[src/rtl/alu_issue_stage_if.sv]
// Handshake and operand bus around the ALU issue stage.
//   id_*      : fetch -> issue (valid/ready, instruction, PC)
//   rs*_data  : register-file reads for the presented instruction, same cycle
//   ex_*      : issue -> execute (valid/ready, operands, control, destination)
// slave  : the issue stage itself
// master : the environment (fetch, register file and execute side)
interface alu_issue_stage_if #(
  parameter int unsigned XLEN = 32
);
  logic            id_valid;
  logic            id_ready;
  logic [31:0]     id_instr;
  logic [XLEN-1:0] id_pc;
  logic [XLEN-1:0] rs1_data;
  logic [XLEN-1:0] rs2_data;
  logic            ex_valid;
  logic            ex_ready;
  logic [XLEN-1:0] ex_alu_a;
  logic [XLEN-1:0] ex_alu_b;
  logic [3:0]      ex_alu_control;
  logic [4:0]      ex_rd;
  logic            ex_reg_write;
  logic            ex_illegal;

  modport slave (
    input  id_valid, id_instr, id_pc, rs1_data, rs2_data, ex_ready,
    output id_ready, ex_valid, ex_alu_a, ex_alu_b, ex_alu_control, ex_rd, ex_reg_write,
           ex_illegal
  );

  modport master (
    output id_valid, id_instr, id_pc, rs1_data, rs2_data, ex_ready,
    input  id_ready, ex_valid, ex_alu_a, ex_alu_b, ex_alu_control, ex_rd, ex_reg_write,
           ex_illegal
  );
endinterface

[src/rtl/alu_issue_stage.sv]
// RV32I decode/issue stage for the ALU: decodes OP, OP-IMM, LUI and AUIPC, selects operands
// and holds the result in a single-entry ID/EX register.
// Ports:
//   clk, rst_n    : clock (rising edge), asynchronous active-low reset
//   bus           : id/ex handshake and operand bus (slave side)
//   flush         : synchronous kill of the held entry; wins over a same-cycle transfer
//   illegal_count : saturating count of accepted illegal instructions
module alu_issue_stage #(
  parameter int unsigned XLEN  = 32,
  parameter int unsigned CNT_W = 16
) (
  input  logic             clk,
  input  logic             rst_n,
  alu_issue_stage_if.slave bus,
  input  logic             flush,
  output logic [CNT_W-1:0] illegal_count
);

  localparam logic [6:0] OpcOp    = 7'b0110011;
  localparam logic [6:0] OpcOpImm = 7'b0010011;
  localparam logic [6:0] OpcLui   = 7'b0110111;
  localparam logic [6:0] OpcAuipc = 7'b0010111;
  localparam logic [6:0] F7Zero   = 7'b0000000;
  localparam logic [6:0] F7Alt    = 7'b0100000;

  logic            ex_valid_q, ex_valid_d;
  logic [XLEN-1:0] alu_a_q, alu_a_d;
  logic [XLEN-1:0] alu_b_q, alu_b_d;
  logic [3:0]      ctrl_q, ctrl_d;
  logic [4:0]      rd_q, rd_d;
  logic            reg_write_q, reg_write_d;
  logic            illegal_q, illegal_d;
  logic [CNT_W-1:0] cnt_q, cnt_d;

  logic [6:0]      opcode;
  logic [2:0]      funct3;
  logic [6:0]      funct7;
  logic [XLEN-1:0] imm_i, imm_u;
  logic            dec_legal;
  logic [XLEN-1:0] dec_a, dec_b;
  logic [3:0]      dec_ctrl;
  logic            xfer;

  assign opcode = bus.id_instr[6:0];
  assign funct3 = bus.id_instr[14:12];
  assign funct7 = bus.id_instr[31:25];
  assign imm_i  = {{(XLEN-12){bus.id_instr[31]}}, bus.id_instr[31:20]};
  assign imm_u  = {{(XLEN-32){1'b0}}, bus.id_instr[31:12], 12'b0};

  assign bus.id_ready = !ex_valid_q || bus.ex_ready;
  assign xfer         = bus.id_valid && bus.id_ready;

  // Decode of the presented instruction
  always_comb begin
    dec_legal = 1'b0;
    dec_a     = '0;
    dec_b     = '0;
    dec_ctrl  = 4'b0000;
    unique case (opcode)
      OpcOp: begin
        dec_a     = bus.rs1_data;
        dec_b     = bus.rs2_data;
        dec_ctrl  = {funct7[5], funct3};
        dec_legal = (funct7 == F7Zero) ||
                    ((funct7 == F7Alt) && ((funct3 == 3'b000) || (funct3 == 3'b101)));
      end
      OpcOpImm: begin
        dec_a     = bus.rs1_data;
        dec_b     = imm_i;
        dec_ctrl  = {1'b0, funct3};
        dec_legal = 1'b1;
        if (funct3 == 3'b001) begin
          dec_legal = (funct7 == F7Zero);
        end else if (funct3 == 3'b101) begin
          // Shift-right immediates reuse imm[11:5] as funct7 to pick SRL/SRA
          dec_ctrl  = {funct7[5], funct3};
          dec_legal = (funct7 == F7Zero) || (funct7 == F7Alt);
        end
      end
      OpcLui: begin
        dec_b     = imm_u;
        dec_legal = 1'b1;
      end
      OpcAuipc: begin
        dec_a     = bus.id_pc;
        dec_b     = imm_u;
        dec_legal = 1'b1;
      end
      default: dec_legal = 1'b0;
    endcase
    if (!dec_legal) begin
      dec_a    = '0;
      dec_b    = '0;
      dec_ctrl = 4'b0000;
    end
  end

  // ID/EX register and illegal counter next state
  always_comb begin
    ex_valid_d  = ex_valid_q;
    alu_a_d     = alu_a_q;
    alu_b_d     = alu_b_q;
    ctrl_d      = ctrl_q;
    rd_d        = rd_q;
    reg_write_d = reg_write_q;
    illegal_d   = illegal_q;
    cnt_d       = cnt_q;
    if (flush) begin
      ex_valid_d = 1'b0;
    end else if (xfer) begin
      ex_valid_d  = 1'b1;
      alu_a_d     = dec_a;
      alu_b_d     = dec_b;
      ctrl_d      = dec_ctrl;
      rd_d        = bus.id_instr[11:7];
      reg_write_d = dec_legal && (bus.id_instr[11:7] != 5'd0);
      illegal_d   = !dec_legal;
      if (!dec_legal && (cnt_q != {CNT_W{1'b1}})) begin
        cnt_d = cnt_q + CNT_W'(1);
      end
    end else if (bus.ex_ready) begin
      ex_valid_d = 1'b0;
    end
  end

  always_ff @(posedge clk or negedge rst_n) begin
    if (!rst_n) begin
      ex_valid_q  <= 1'b0;
      alu_a_q     <= '0;
      alu_b_q     <= '0;
      ctrl_q      <= 4'b0000;
      rd_q        <= 5'd0;
      reg_write_q <= 1'b0;
      illegal_q   <= 1'b0;
      cnt_q       <= '0;
    end else begin
      ex_valid_q  <= ex_valid_d;
      alu_a_q     <= alu_a_d;
      alu_b_q     <= alu_b_d;
      ctrl_q      <= ctrl_d;
      rd_q        <= rd_d;
      reg_write_q <= reg_write_d;
      illegal_q   <= illegal_d;
      cnt_q       <= cnt_d;
    end
  end

  assign bus.ex_valid       = ex_valid_q;
  assign bus.ex_alu_a       = alu_a_q;
  assign bus.ex_alu_b       = alu_b_q;
  assign bus.ex_alu_control = ctrl_q;
  assign bus.ex_rd          = rd_q;
  assign bus.ex_reg_write   = reg_write_q;
  assign bus.ex_illegal     = illegal_q;
  assign illegal_count      = cnt_q;

endmodule

[src/flat_wrapper.sv]
// flat-port wrapper written by rule: the top's interface ports become plain ports
module alu_issue_stage_flat 
#(
  parameter int unsigned XLEN  = 32,
  parameter int unsigned CNT_W = 16
)
  (clk, rst_n, flush, illegal_count, bus_id_valid, bus_id_instr, bus_id_pc, bus_rs1_data, bus_rs2_data, bus_ex_ready, bus_id_ready, bus_ex_valid, bus_ex_alu_a, bus_ex_alu_b, bus_ex_alu_control, bus_ex_rd, bus_ex_reg_write, bus_ex_illegal);
  alu_issue_stage_if #(.XLEN(XLEN)) bus_i ();
  input  logic clk;
  input  logic rst_n;
  input  logic flush;
  output logic [CNT_W-1:0] illegal_count;
  input wire logic [$bits(bus_i.id_valid)-1:0] bus_id_valid;
  input wire logic [$bits(bus_i.id_instr)-1:0] bus_id_instr;
  input wire logic [$bits(bus_i.id_pc)-1:0] bus_id_pc;
  input wire logic [$bits(bus_i.rs1_data)-1:0] bus_rs1_data;
  input wire logic [$bits(bus_i.rs2_data)-1:0] bus_rs2_data;
  input wire logic [$bits(bus_i.ex_ready)-1:0] bus_ex_ready;
  output wire logic [$bits(bus_i.id_ready)-1:0] bus_id_ready;
  output wire logic [$bits(bus_i.ex_valid)-1:0] bus_ex_valid;
  output wire logic [$bits(bus_i.ex_alu_a)-1:0] bus_ex_alu_a;
  output wire logic [$bits(bus_i.ex_alu_b)-1:0] bus_ex_alu_b;
  output wire logic [$bits(bus_i.ex_alu_control)-1:0] bus_ex_alu_control;
  output wire logic [$bits(bus_i.ex_rd)-1:0] bus_ex_rd;
  output wire logic [$bits(bus_i.ex_reg_write)-1:0] bus_ex_reg_write;
  output wire logic [$bits(bus_i.ex_illegal)-1:0] bus_ex_illegal;
  assign bus_i.id_valid = bus_id_valid;
  assign bus_i.id_instr = bus_id_instr;
  assign bus_i.id_pc = bus_id_pc;
  assign bus_i.rs1_data = bus_rs1_data;
  assign bus_i.rs2_data = bus_rs2_data;
  assign bus_i.ex_ready = bus_ex_ready;
  assign bus_id_ready = bus_i.id_ready;
  assign bus_ex_valid = bus_i.ex_valid;
  assign bus_ex_alu_a = bus_i.ex_alu_a;
  assign bus_ex_alu_b = bus_i.ex_alu_b;
  assign bus_ex_alu_control = bus_i.ex_alu_control;
  assign bus_ex_rd = bus_i.ex_rd;
  assign bus_ex_reg_write = bus_i.ex_reg_write;
  assign bus_ex_illegal = bus_i.ex_illegal;
  alu_issue_stage #(.XLEN(XLEN), .CNT_W(CNT_W)) u_core (.clk(clk), .rst_n(rst_n), .bus(bus_i), .flush(flush), .illegal_count(illegal_count));
endmodule
[config.mk]
export PLATFORM = sky130hd
export DESIGN_NAME = alu_issue_stage_flat
export DESIGN_NICKNAME = d
export VERILOG_FILES = /design/src/rtl/alu_issue_stage_if.sv /design/src/rtl/alu_issue_stage.sv /design/src/flat_wrapper.sv
export SDC_FILE = /design/constraint.sdc
export NUM_CORES = 1
export LEC_CHECK = 0
export ABC_AREA = 1
export CORE_ASPECT_RATIO = 0.6
export CORE_MARGIN = 3
export CORE_UTILIZATION = 46
export DETAILED_ROUTE_END_ITERATION = 8
export GPL_ROUTABILITY_DRIVEN = 1
export PLACE_DENSITY_LB_ADDON = 0.05
export SYNTH_ARGS = -nofsm -noshare
export SYNTH_HDL_FRONTEND = slang
export SYNTH_SLANG_ARGS = --single-unit
[constraint.sdc]
create_clock -name clk -period 3.76 [get_ports clk]
set_input_delay 0.564 -clock clk [delete_from_list [all_inputs] [get_ports clk]]
set_output_delay 0.564 -clock clk [all_outputs]
set_load 0.03 [all_outputs]
==> results.cfg, run 1 <==
[run_status]
status = finished clean

[pwr]
peakVddDrop_v = 0.0002566
p_total_w = 0.002490
power_switching_w = 0.0006542
combPwrFrac = 0.177
p_int_w = 0.001836
swShare = 0.2627
p_per_area_nw_per_um2 = 318.6
p_leak_nw = 3.522
pwr-share-clk = 0.399
seqPwrFrac = 0.424

[cells_and_area]
insertedDiodeCount = 0
drive_above_1_share = 0.04701
fin_area_um2 = 7816
nFillCells = 835
syn2layout_area_growth_pct = 51.81
fin_nets = 1065

[routing]
wirelength_mm = 17.83
antenna_left = 0
vias_per_cell = 5.460
drc = 0
dr.pass1.iters = 7
vias = 5869
drt_iter0_drc = 599
wl_per_cell_um = 16.59

[worst_setup_path]
crit_family = simple AND/OR/NAND/NOR gates
r2r_slack_ns = 1.73
cp-start-kind = input port
cp.buffers_inverters = 4
critPathRequiredTime_ns = 4.04
critical_path_arrival_ns = 2.84
cp.depth = 10
slowest_stage = nand3_1
crit_top_cell = nand2_1
cp-end-kind = register
crit_start = bus_id_instr[4]
crit_path_end = u_core.bus.ex_alu_b[11]
critPathMaxStageDelay_ns = 0.66
path_cells = clkdlybuf4s50_1, inv_1, nor2_2, inv_2, nor2_4, buf_4, nand3_1, a21oi_1, nand2_1, nand2_1
crit_fanout = 22
r2r_cells = 8
r2r_end = u_core.illegal_count[11]
rr_startpoint = u_core.bus.ex_valid
path_class = in2reg

[floorplanning]
num_rows = 29
fp.dieH_um = 87.95
coreArea_um2 = 10740
io-pin-count = 226
initial_utilization = 0.4794
die_w_um = 142.6
die-area_um2 = 12540

[sta]
period_share = 0.6812
fin_tns_setup_ns = 0
rsz0062_at_grt = no
timing.hold.ws_ns = 0.3965
fmax_mhz = 390.4
hold_viol = 0
post-route-min-period_ns = 2.561
tightest_slew_ns = 1.044
finalMaxSlewViolations = 0
slew_headroom = 0.3038
clock_skew_ns = 0.005515
final-setup-viol-count = 0

[grt]
grt_pass1_vias = 5436
use_met1 = 0.4093
grt_use_met2 = 0.4280
grt-busiest-layer = met2
grt.overflow.total = 0
grtUsageMet3 = 0.06656
grt_pass1_wl_mm = 28.30
grt_max_degree = 83
antenna_found_initial = 0
track_usage = 0.2843

[cts]
hold_buffers = 0
clock_latency_ns = 0.34
htreeDepth = 3
cts_resized = 0
clkSinkCount = 92
cts_tree = yes
path_clk_slew_ns = 0.06
cts_setup_buffers = 0
clock_path_buffers = 2
cts_buffers = 9
cts_root_buf = clkbuf_16

[synthesis]
netlist_area_um2 = 5149
synth-edff-count = 0
synth_flop_cell = dfrtp_1
ys_warn_count = 0
yosys_register_bits = 92
syn_nets = 865
synth.most_common_cell = nand2_1
yosys.area.top_type_share = 0.4471
syn-instance-count = 731
yosys-top-cells-area = dfrtp_1 (45%), nand2_1 (22%), nand3_1 (15%)
synth_area_per_cell_um2 = 7.043
netlist-cell-type-count = 27
synth_seq_area_share = 0.4471
ys_top_cells_by_count = nand2_1 (299), nand3_1 (152), dfrtp_1 (92)
yosysTopAreaCell = dfrtp_1
ys_async_sr_fraction = 1.000

[placed_design]
placed_area_um2 = 7488
gp_congestion = 0.9060
dpl.hpwl_mm = 12.77
port-buffer-count = 225

[flow_run]
max-cap-violations = 0

[worst_hold_path]
hold_path_class = in2async
[cells by family (layout without fill, tap and decap cells)]
kind of cell,count (synthesis),in the layout,share of synthesized area
buf+inv,71,276,0.05832
simple gates,509,509,0.4301
fa+ha+maj,1,1,0.002430
flops,92,92,0.4471
xor+xnor,7,7,0.01191
compound gates,51,51,0.05006
[power groups by stage]
stage / Combinational (W) / Clock, W / Sequential [W]
after floorplan: 0.000119 / 0 / 0.00113
final: 0.000440 / 0.000995 / 0.00106
after detailed placement: 0.000439 / 0 / 0.00107
after global routing: 0.000474 / 0.00105 / 0.00106
after global placement: 0.000434 / 0 / 0.00107
after CTS: 0.000440 / 0.00100 / 0.00105
[flip-flops by register name, indices dropped and copies added (netlist names)]
register / flops
u_core.bus.ex_reg_write: 1
u_core.bus.ex_alu_b: 32
u_core.bus.ex_alu_a: 32
u_core.illegal_count: 16
u_core.bus.ex_rd: 5
u_core.bus.ex_illegal: 1
u_core.bus.ex_alu_control: 4
u_core.bus.ex_valid: 1
[cells in the final DEF (no fill, tap or decap), types with 3 or more instances in the layout]
cell type	netlist	routed
inv_2	4	4
nor2_1	23	23
a21oi_1	46	46
clkbuf_16	0	9
inv_1	17	17
dfrtp_1	92	92
xor2_1	4	4
clkdlybuf4s50_1	0	224
nor2_4	1	3
buf_4	0	13
xnor2_1	3	3
nand4_1	22	22
o21ai_0	3	3
nand3_1	152	152
nand2_1	299	298
[layout make-up]
cell class | count | area, um^2 | share of cell area
inverter | 22 | 82.58 | 0.01057
sequential | 92 | 2302 | 0.2945
tap | 139 | 173.9 | 0.02225
clock buffer | 11 | 242.7 | 0.03105
clock inverter | 5 | 85.08 | 0.01089
multi-input combinational | 568 | 2570 | 0.3288
timing repair buffer | 238 | 2360 | 0.3019
[worst reg2reg max path: stages, from the launching register on]
cell and delay [ns]:
dfrtp_1 0.38, nand2_1 0.15, nand2_4 0.31, clkinv_1 0.16
nand2_1 0.08, inv_2 0.24, nand3_2 0.36, nand2_1 0.16
nand2_1 0.07
[metal layers]
metal	vias to the layer above	wire, um
li1	2798	-
met1	2678	7618
met2	357	7826
met3	36	1967
met4	0	419
met5	-	0
[worst min path at each step]
stage | slack, ns | from | endpoint | cells past startpoint
2_1_floorplan | 0.27 | rst_n | u_core.bus.ex_alu_a[0] | 0
3_3_place_gp | 0.46 | u_core.bus.ex_alu_b[28] | u_core.bus.ex_alu_b[28] | 2
3_5_place_dp | 0.46 | u_core.bus.ex_rd[3] | u_core.bus.ex_rd[3] | 2
4_1_cts | 0.46 | rst_n | u_core.bus.ex_alu_a[12] | 1
5_1_grt | 0.50 | rst_n | u_core.bus.ex_alu_a[12] | 1
6_report | 0.40 | rst_n | u_core.bus.ex_alu_a[12] | 1
[stage by stage]
stage          utilization  setup WS, ns  cells
3_5_place_dp        0.6972        0.8848   1059
3_3_place_gp        0.6972        0.9277   1059
2_1_floorplan            -         1.919    731
5_1_grt             0.7277         1.004   1075
6_report            0.7277         1.199   1075
4_1_cts             0.7277         1.244   1075
Power figures use the tool's default switching activity.
==> run 2, diff against run 1 <==
Settings changed: CORE_UTILIZATION 46 to 39.
Clock period 3.76 ns to 2.25 ns, I/O delays scaled along.
==> run 2 against run 1 <==
- clock-buffer cell count fell by 2
- clock skew rose by 0.00087 ns
- sequential share of layout area down 1.0 points
- combinational power grew 75%
- largest cell class unchanged
- highest routed layer unchanged
==> results.cfg, run 2 (synthesized netlist as in run 1, its figures left out) <==
[routing]
dr.pass1.iters = 7
vias_per_cell = 5.301
wirelength_mm = 18.24
antenna_left = 0
met2_length_mm = 7.748
drt_iter0_drc = 509
drc = 0
wl_per_cell_um = 16.37
dr_wl_met3_mm = 2.157
vias = 5905
top_layer = met4
drt-met1-wl_mm = 8.108

[pwr]
p_total_w = 0.004451
p_leak_nw = 3.646
peakVddDrop_v = 0.0004173
p_per_area_nw_per_um2 = 549.6

[sta]
fin_tns_setup_ns = 0
post-route-min-period_ns = 1.970
slew_headroom = 0.7125
rsz0062_at_grt = no
tightest_slew_ns = 0.4296
clock_skew_ns = 0.006387
fmax_mhz = 507.7
hold_viol = 0
final-setup-viol-count = 0
finalMaxSlewViolations = 0
period_share = 0.8754

[cells_and_area]
fin_area_um2 = 8099
finish.utilization = 0.6505
drive_above_1_share = 0.06006
fin_nets = 1080
final_common_cell = nand2_1
most-common-layout-cells = nand2_1 (298), clkdlybuf4s50_1 (224), nand3_1 (152), dfrtp_1 (92), a21oi_1 (46)
syn2layout_area_growth_pct = 57.30
insertedDiodeCount = 0

[cts]
clock_latency_ns = 0.34
htreeDepth = 3
cts_root_buf = clkbuf_16
hold_buffers = 1
cts_setup_buffers = 0
cts_tree = yes
clock_path_buffers = 2
clkSinkCount = 92
cts_buffers = 9
path_clk_slew_ns = 0.07
cts_resized = 0

[placed_design]
placed_area_um2 = 7714
dpl.hpwl_mm = 13.58
port-buffer-count = 225
gp_congestion = 0.9442

[worst_hold_path]
hold_path_class = in2async

[worst_setup_path]
cp-start-kind = input port
cp.buffers_inverters = 3
critical_path_arrival_ns = 1.63
crit_fanout = 2
slowest_stage = clkdlybuf4s50_1
path_class = in2out
crit_family = buffers and inverters
critPathMaxStageDelay_ns = 0.69
path_cells = clkdlybuf4s50_1, inv_1, nand2_1, clkdlybuf4s50_1
cp-end-kind = output port
critPathRequiredTime_ns = 1.91
crit_top_cell = clkdlybuf4s50_1

[floorplanning]
initial_utilization = 0.4135
fp.dieH_um = 95
die_w_um = 154.3
coreArea_um2 = 12450
die-area_um2 = 14660
io-pin-count = 226
num_rows = 31

[grt]
grt_max_degree = 75
antenna_found_initial = 0
track_usage = 0.2501
grt_pass1_vias = 5658
grt_pass1_wl_mm = 29.55
grt.overflow.total = 0

[flow_run]
max-cap-violations = 0

[run_status]
status = finished clean
run 2: changes by cell type in the layout (fill, tap and decap cells not counted):
cell           previous run  this run
buf_4                    13        20
bufinv_16                 2         5
dlygate4sd3_1             0         1
clkinv_4                  2         0
clkbuf_1                  1         0
clkbuf_8                  1         0
clkinvlp_4                1         0
buf_12                    1         8
run 2: worst paths after layout:
| kind | start | end | slack (ns) | depth (start not counted) |
|---|---|---|---|---|
| max | bus_ex_ready | bus_id_ready | 0.28 | 4 |
| min | rst_n | u_core.bus.ex_rd[0] | 0.46 | 2 |
| max reg2reg | u_core.illegal_count[0] | u_core.illegal_count[13] | 0.55 | 9 |
| min reg2reg | u_core.bus.ex_alu_control[1] | u_core.bus.ex_alu_control[1] | 0.48 | 2 |
| max in group asynchronous | rst_n | u_core.bus.ex_alu_a[27] | 1.13 | 3 |
| min in group clk | u_core.bus.ex_alu_control[1] | u_core.bus.ex_alu_control[1] | 0.48 | 2 |
run 2: power by group:
part	leakage, nW	internal (W)	switching (W)	total [W]
combinational	2.20	0.000378	0.000391	0.000769
clock	0.182	0.00130	0.000617	0.00192
sequential	1.27	0.00170	0.0000638	0.00177
total	3.65	0.00338	0.00107	0.00445
run 2: worst reg2reg max path: stages, from the launching register on:
cell,delay [ns]
dfrtp_1,0.43
ha_1,0.25
nand3_2,0.12
nor2_2,0.05
nand4_1,0.07
nand2_1,0.06
inv_2,0.06
nand3_2,0.26
nand2_1,0.20
nand2_1,0.08
run 2: layout make-up:
type | instances | area [um^2]
clock buffer | 9 | 225.2
clock inverter | 5 | 150.1
fill | 1063 | 4352
inverter | 22 | 82.58
multi-input combinational | 568 | 2570
sequential | 92 | 2302
tap | 165 | 206.4
timing repair buffer | 253 | 2562
run 2: per-stage QoR:
| stage | hold slack [ns] | cells | setup WS (ns) |
|---|---|---|---|
| after detailed placement | 0.2916 | 1099 | 0.1372 |
| after CTS | 0.4693 | 1114 | 0.2801 |
| final | 0.4641 | 1114 | 0.2803 |
| after global routing | 0.4915 | 1114 | 0.2422 |
| after floorplan | 0.04191 | 731 | 0.4478 |
| after global placement | 0.2892 | 1099 | 0.1895 |
run 2: per-layer routing:
layer / GRT usage / vias to the layer above
li1: - / 2832
met4: 0.04923 / 0
met3: 0.08059 / 19
met1: 0.3518 / 2723
met5: 0 / -
met2: 0.3813 / 331
